File: src/rtl/uart_mem_ctrl.sv
// uart_mem_ctrl: parses UART command bytes into RAM writes, reads and
// burst reads, and returns read data as bytes on a valid/ready port.
module uart_mem_ctrl #(
    parameter int ADDR_WIDTH = 8,
    parameter int DATA_WIDTH = 8
) (
    input  logic                  clk,
    input  logic                  rst_l,
    input  logic                  rx_valid,
    input  logic [7:0]            rx_data,
    output logic                  tx_valid,
    input  logic                  tx_ready,
    output logic [7:0]            tx_data,
    output logic                  mem_wr,
    output logic [ADDR_WIDTH-1:0] mem_addr,
    output logic [DATA_WIDTH-1:0] mem_wdata,
    input  logic [DATA_WIDTH-1:0] mem_rdata,
    output logic                  busy,
    output logic [7:0]            err_cnt
);

    typedef enum logic [2:0] {
        S_IDLE,
        S_GET_ADDR,
        S_GET_LEN,
        S_GET_DATA,
        S_WRITE,
        S_READ,
        S_SEND
    } state_t;

    localparam logic [1:0] OP_W = 2'd0;
    localparam logic [1:0] OP_R = 2'd1;
    localparam logic [1:0] OP_B = 2'd2;

    state_t                r_state;
    state_t                w_next;
    logic [1:0]            r_op;
    logic [ADDR_WIDTH-1:0] r_addr;
    logic [DATA_WIDTH-1:0] r_wdata;
    logic [7:0]            r_cnt;
    logic                  r_tx_valid;
    logic [7:0]            r_tx_data;
    logic [7:0]            r_err_cnt;

    logic                  w_op_ok;
    logic [1:0]            w_op;
    logic                  w_hs;
    logic                  w_drop;
    logic                  w_bad;
    logic [7:0]            w_rdata_ext;

    assign w_hs     = r_tx_valid & tx_ready;
    assign w_drop   = rx_valid & ((r_state == S_WRITE) |
                                  (r_state == S_READ)  |
                                  (r_state == S_SEND));
    assign w_bad    = rx_valid & (r_state == S_IDLE) & ~w_op_ok;

    assign tx_valid  = r_tx_valid;
    assign tx_data   = r_tx_data;
    assign mem_wr    = (r_state == S_WRITE);
    assign mem_addr  = r_addr;
    assign mem_wdata = r_wdata;
    assign busy      = (r_state != S_IDLE);
    assign err_cnt   = r_err_cnt;

    // Opcode byte decode and zero-extension of the RAM read data.
    always_comb begin
        w_op_ok     = 1'b1;
        w_op        = OP_W;
        w_rdata_ext = '0;
        w_rdata_ext[DATA_WIDTH-1:0] = mem_rdata;
        unique case (rx_data)
            8'h57:   w_op = OP_W;
            8'h52:   w_op = OP_R;
            8'h42:   w_op = OP_B;
            default: w_op_ok = 1'b0;
        endcase
    end

    // State register.
    always_ff @(posedge clk or negedge rst_l) begin
        if (!rst_l) r_state <= S_IDLE;
        else        r_state <= w_next;
    end

    // Next-state logic; partial commands wait forever in the GET states.
    always_comb begin
        w_next = r_state;
        unique case (r_state)
            S_IDLE: begin
                if (rx_valid && w_op_ok) w_next = S_GET_ADDR;
            end
            S_GET_ADDR: begin
                if (rx_valid) begin
                    if (r_op == OP_W)      w_next = S_GET_DATA;
                    else if (r_op == OP_R) w_next = S_READ;
                    else                   w_next = S_GET_LEN;
                end
            end
            S_GET_LEN: begin
                if (rx_valid) w_next = S_READ;
            end
            S_GET_DATA: begin
                if (rx_valid) w_next = S_WRITE;
            end
            S_WRITE: w_next = S_IDLE;
            S_READ:  w_next = S_SEND;
            S_SEND: begin
                if (w_hs) w_next = (r_cnt == 8'd0) ? S_IDLE : S_READ;
            end
            default: w_next = S_IDLE;
        endcase
    end

    // Command fields: opcode, address, write data and burst count.
    always_ff @(posedge clk or negedge rst_l) begin
        if (!rst_l) begin
            r_op    <= OP_W;
            r_addr  <= '0;
            r_wdata <= '0;
            r_cnt   <= 8'd0;
        end else begin
            unique case (r_state)
                S_IDLE: begin
                    if (rx_valid && w_op_ok) r_op <= w_op;
                end
                S_GET_ADDR: begin
                    if (rx_valid) begin
                        r_addr <= rx_data[ADDR_WIDTH-1:0];
                        if (r_op == OP_R) r_cnt <= 8'd0;
                    end
                end
                S_GET_LEN: begin
                    if (rx_valid) r_cnt <= rx_data;
                end
                S_GET_DATA: begin
                    if (rx_valid) r_wdata <= rx_data[DATA_WIDTH-1:0];
                end
                S_SEND: begin
                    if (w_hs && r_cnt != 8'd0) begin
                        r_cnt  <= r_cnt - 8'd1;
                        r_addr <= r_addr + ADDR_WIDTH'(1);
                    end
                end
                default: ;
            endcase
        end
    end

    // Response byte: captured in READ, held until the consumer takes it.
    always_ff @(posedge clk or negedge rst_l) begin
        if (!rst_l) begin
            r_tx_valid <= 1'b0;
            r_tx_data  <= 8'd0;
        end else if (r_state == S_READ) begin
            r_tx_valid <= 1'b1;
            r_tx_data  <= w_rdata_ext;
        end else if (r_state == S_SEND && w_hs) begin
            r_tx_valid <= 1'b0;
        end
    end

    // Saturating count of unknown opcodes and bytes arriving while busy.
    always_ff @(posedge clk or negedge rst_l) begin
        if (!rst_l) begin
            r_err_cnt <= 8'd0;
        end else if ((w_drop || w_bad) && r_err_cnt != 8'hFF) begin
            r_err_cnt <= r_err_cnt + 8'd1;
        end
    end

endmodule

File: config.mk
export PLATFORM = sky130hd
export DESIGN_NAME = uart_mem_ctrl
export DESIGN_NICKNAME = d
export VERILOG_FILES = /design/src/rtl/uart_mem_ctrl.sv
export SDC_FILE = /design/constraint.sdc
export NUM_CORES = 1
export LEC_CHECK = 0
export BUFFER_PORTS_ARGS = -buffer_cell sky130_fd_sc_hd__buf_2
export CAP_MARGIN = 0
export CORE_ASPECT_RATIO = 1.75
export CORE_UTILIZATION = 55
export DETAILED_ROUTE_END_ITERATION = 10
export PLACE_DENSITY = 0.81
export SLEW_MARGIN = 20
export SYNTH_ARGS = -nofsm -noshare
export SYNTH_HDL_FRONTEND = slang
export SYNTH_SLANG_ARGS = --single-unit
File: constraint.sdc
create_clock -name clk -period 3.74 [get_ports clk]
set_input_delay 0.748 -clock clk [delete_from_list [all_inputs] [get_ports clk]]
set_output_delay 0.748 -clock clk [all_outputs]
set_load 0.1 [all_outputs]
# Word-level counts from Yosys, hierarchy flattened
# Cells that the tools add are included.
dict set report classes {
  multipliers 0
  bitwise_logic 7
  n_div 0
  eq_ne 18
  n_mux 20
  n_lt_le_gt_ge 0
  n_shift 0
  addsub 3
  reduce_logical 19
}
# operator n
set ops {}
lappend ops {{8-bit two-way mux} 5}
lappend ops {{8-bit by 7-bit == test with 1-bit output (second input constant)} 3}
lappend ops {{3-bit two-way mux} 8}
lappend ops {{8-bit one-hot mux with 3 select lines} 1}
lappend ops {{3-bit one-hot mux with 6 select lines} 1}
lappend ops {{8-bit by 1-bit adder with 8-bit output (second input constant)} 2}
lappend ops {{8-bit one-hot mux with 2 select lines} 1}
lappend ops {{2-bit inequality test (second input constant)} 5}
lappend ops {{5-bit AND reduction} 2}
lappend ops {{3-bit == test (second input constant)} 3}
lappend ops {{8-bit logical NOT} 1}
lappend ops {{8-bit inequality test (second input constant)} 1}
lappend ops {{8-bit nonzero test} 1}
lappend ops {{8-bit by 1-bit subtractor with 8-bit output (second input constant)} 1}
lappend ops {{3-bit by 2-bit == test with 1-bit output (second input constant)} 2}
lappend ops {{3-bit nonzero test} 2}
lappend ops {{1-bit AND} 4}
lappend ops {{1-bit logical AND} 4}
lappend ops {{2-bit by 1-bit inequality test with 1-bit output (second input constant)} 2}
lappend ops {{2-bit one-hot mux with 2 select lines} 1}
lappend ops {{2-bit AND reduction} 2}
lappend ops {{2-bit nonzero test} 2}
lappend ops {{3-bit by 1-bit == test with 1-bit output (second input constant)} 1}
lappend ops {{3-bit logical NOT} 1}
lappend ops {{other kinds (8)} 11}
dict set report word_totals {
  input_bits 20
  romBits 0
  elab_cells 75
  mem_bits_rw 0
  reg_bits 46
  out_inout_bits 35
  memories 0
  latch_bits 0
}

# Logic depth before layout (Yosys ltp)
dict set report logic_depth {
  word_depth 7
  depth_mapped 8
}

# Least setup slack after synthesis
# OpenSTA, ideal clock, no wires.
dict set report synth_path {
  kind {input -> register}
  from {input port rx_data[5]}
  to {register r_op[0]}
  cell_stages 5
  setup_ps 124
  required_time_ps 3616
  setup_slack_ps 1325
  t_arrival_ps 2291
  path_cell_list {or4b_4 -> or4_4 -> or4_1 -> o21ai_1 -> a21oi_1}
}
dict set report synth_via {
  elab_chain_cells 5
}
# item line
set synth_rtl {}
lappend synth_rtl {{start, declared} 10} ;# input logic [7:0] rx_data,
lappend synth_rtl {{8-bit by 7-bit == test with 1-bit output} 73} ;# unique case (rx_data)
lappend synth_rtl {{3-bit OR reduction (no line)} -}
lappend synth_rtl {{1-bit two-way mux} 73}
lappend synth_rtl {{1-bit logical AND} 126} ;# if (rx_valid && w_op_ok) r_op <= w_op;
lappend synth_rtl {{2-bit AND reduction (no line)} -}
lappend synth_rtl {{end signal, assigned} 126}
lappend synth_rtl {{end, declared} 38} ;# logic [1:0] r_op;
# Several ways; a longest one is shown, not always the timed one.
# A chain may end at the register's enable or synchronous reset.

# Worst setup path after layout
dict set report layout_path {
  from {register r_state[2]}
  to {output port mem_wr}
}
dict set report layout_via {
  elab_chain_cells 1
}
# item line
set layout_rtl {}
lappend layout_rtl {{start, declared} 36} ;# state_t r_state;
lappend layout_rtl {{start signal, assigned} 84} ;# else r_state <= w_next;
lappend layout_rtl {{3-bit == test} 61} ;# assign mem_wr = (r_state == S_WRITE);
lappend layout_rtl {{end, declared} 14} ;# output logic mem_wr,
# No other way between the ends.

==> impl_metrics.ini <==
[critical_path]
r2r_cells = 5
crit_path_max_fanout = 30
crit_chain = and2_1 -> buf_2
r2r-start = r_state[2]
path_class = reg2out
required_ns = 2.99
r2r_setup_slack_ns = 1.18
critical_path.top_delay_family = flip-flops
critPathSlowestCell = dfrtp_1
cp-startpoint = r_state[2]
worst-path-stages = 2
critPathLaunchType = register
crit_buf_inv = 1
cp.arrival_ns = 1.91
crit_end = mem_wr
max_stage_delay_ns = 0.92
r2r-end = mem_addr[0]
cp-end-kind = output port

[sta]
rsz0062_at_grt = false
setup_violations = 0
tightest_slew_ns = 0.862
fin_ws_ns = 1.08
finalCritPeriodShare_pct = 71.0
min_period_ns = 2.66
slew_headroom_pct = 42.6
fmax_mhz = 377
clock_skew_ns = 0.00611
hold_violations = 0
drv_slew = 0
tns_ns = 0

[clocking]
ctsRootBufferMaster = clkbuf_8
clk_pin_slew_ns = 0.09
cts_tree = done
cts_buffers = 5
insertion_delay_ns = 0.30
postCtsSetupRepairBufs = 0
ctsResizeCount = 0
h-tree-depth = 2
clock_path_buffers = 2
hold_buffers = 0
clock_sink_count = 46

[floorplanning]
die_area_um2 = 4770
die_y_um = 90.6
core_um2 = 4230
io_pins = 55
dieWidth_um = 52.6
initial_utilization_pct = 58.3
rows = 31

[yosys]
synth.yosys.seq_area_share_pct = 46.7
syn_area_um2 = 2470
syn-num-nets = 292
synth_cells = 269
synth_cell_types = 48
synth_edf_count = 0
yosys_register_bits = 46
synth_ff_type = dfrtp_1
syn_avg_cell_area_um2 = 9.17
ys.warnings.count = 0
synthArstFlopShare_pct = 100

[grt]
antenna_found_initial = 0
track_usage_pct = 29.0
grt_pass1_wl_mm = 10.3
grt_pass1_vias = 2235
grt_max_degree = 47
gr-total-overflow = 0

[detailed_routing]
totalWireLength_mm = 6.21
vias = 2248
drtAntennaViolNets = 0
firstDrtPassIters = 5
routed-wl-met3_um = 325
via_per_inst = 6.09
met2_length_mm = 3.27
wl_met1_mm = 2.41
wl_per_cell_um = 16.8
highest_layer = met4
route.detailed.drc = 0
drt_iter0_markers = 91

[hold_path]
hold_path_class = in2async

[layout]
layout_commonest_cell = buf_2
drive_gt1_share_pct = 25.6
layout.nets = 342
synthToLayoutAreaGrowth_pct = 16.3
final_cell_mix = buf_2 (53), dfrtp_1 (46), nand2_1 (35), o21ai_0 (30), nor2_1 (23)
fin_util_pct = 67.9
final_cells = 369
antennaDiodeCount = 0

[run_status]
outcome = finished, final reports clean

[placed_design]
place_ws_ns = 1.13
dpl.cell_count = 361
hpwl_mm = 4.49
numPortBuffers = 54
gp_congestion = 0.953

[job]
maxCapViolCount = 0
## flip-flops by register name, indices dropped and copies added (netlist names)
signal,cells
err_cnt,8
mem_addr,8
mem_wdata,8
r_cnt,8
tx_data,8
r_state,3
r_op,2
tx_valid,1
## Yosys cell counts (2+ instances only)
library cell	count	area, µm²
nor3_1	6	30.0
nand3b_1	4	30.0
a2bb2oi_1	5	43.8
and2_1	2	12.5
or4_1	2	15.0
nor2_1	23	86.3
inv_1	9	33.8
nand2_1	35	131
nand4_1	2	12.5
dfrtp_1	46	1150
xor2_1	7	61.3
o211ai_1	2	15.0
o22ai_1	4	25.0
nor2b_1	2	12.5
o31ai_1	2	15.0
nand2b_1	4	25.0
mux2_2	13	146
nor4_1	4	25.0
nand3_1	12	60.1
a31oi_1	2	12.5
ha_1	3	37.5
clkbuf_1	11	41.3
a21oi_1	11	55.1
or2_2	2	12.5
mux2i_1	4	40.0
o21ai_0	30	150
## kinds of logic after synthesis
logic type	Yosys count	synth area share, %
AND/OR/NAND/NOR	106	21.3
AO/OA/AOI/OAI	67	16.5
flip-flops	46	46.7
buffers and inverters	22	3.65
multiplexers	17	7.56
XOR/XNOR	8	2.84
adder cells (fa/ha/maj)	3	1.52
## routing by layer
metal / vias up / track usage, %
met5: - / 0
met4: 0 / 14.5
met3: 17 / 4.71
met2: 104 / 47.2
met1: 1073 / 35.7
li1: 1054 / -
## how the worst min path moves through the flow
stage / slack, ns / start / to / cells past startpoint
floorplan: 0.45 / rst_l / err_cnt[0] / 0
global placement: 0.46 / mem_wdata[4] / mem_wdata[4] / 2
detailed placement: 0.47 / mem_wdata[4] / mem_wdata[4] / 2
CTS: 0.48 / mem_wdata[4] / mem_wdata[4] / 2
global route: 0.50 / rst_l / r_cnt[2] / 1
finish: 0.45 / rst_l / mem_wdata[0] / 1
## per-stage QoR
stage / hold slack (ns) / instance area, µm²
global placement: 0.456 / 2760
global route: 0.497 / 2870
floorplan: 0.452 / 2470
CTS: 0.485 / 2870
detailed placement: 0.466 / 2760
finish: 0.447 / 2870
## worst reg2reg max path: stages (launching register included)
cell      delay [ns]
dfrtp_1         0.92
and3b_1         0.65
nand2_1         0.18
o211ai_1        0.42
o21ai_0         0.20
o31ai_1         0.10
## layout make-up
cell class / instances / area, µm²
Sequential cell: 46 / 1150
Clock buffer: 8 / 110
Timing Repair Buffer: 56 / 288
Tap cell: 49 / 61.3
Fill cell: 345 / 1360
Multi-Input combinational cell: 201 / 1220
Inverter: 9 / 33.8
Power is not shown: default switching activity piles up to over one toggle a cycle in this logic, so the estimate is an artifact.
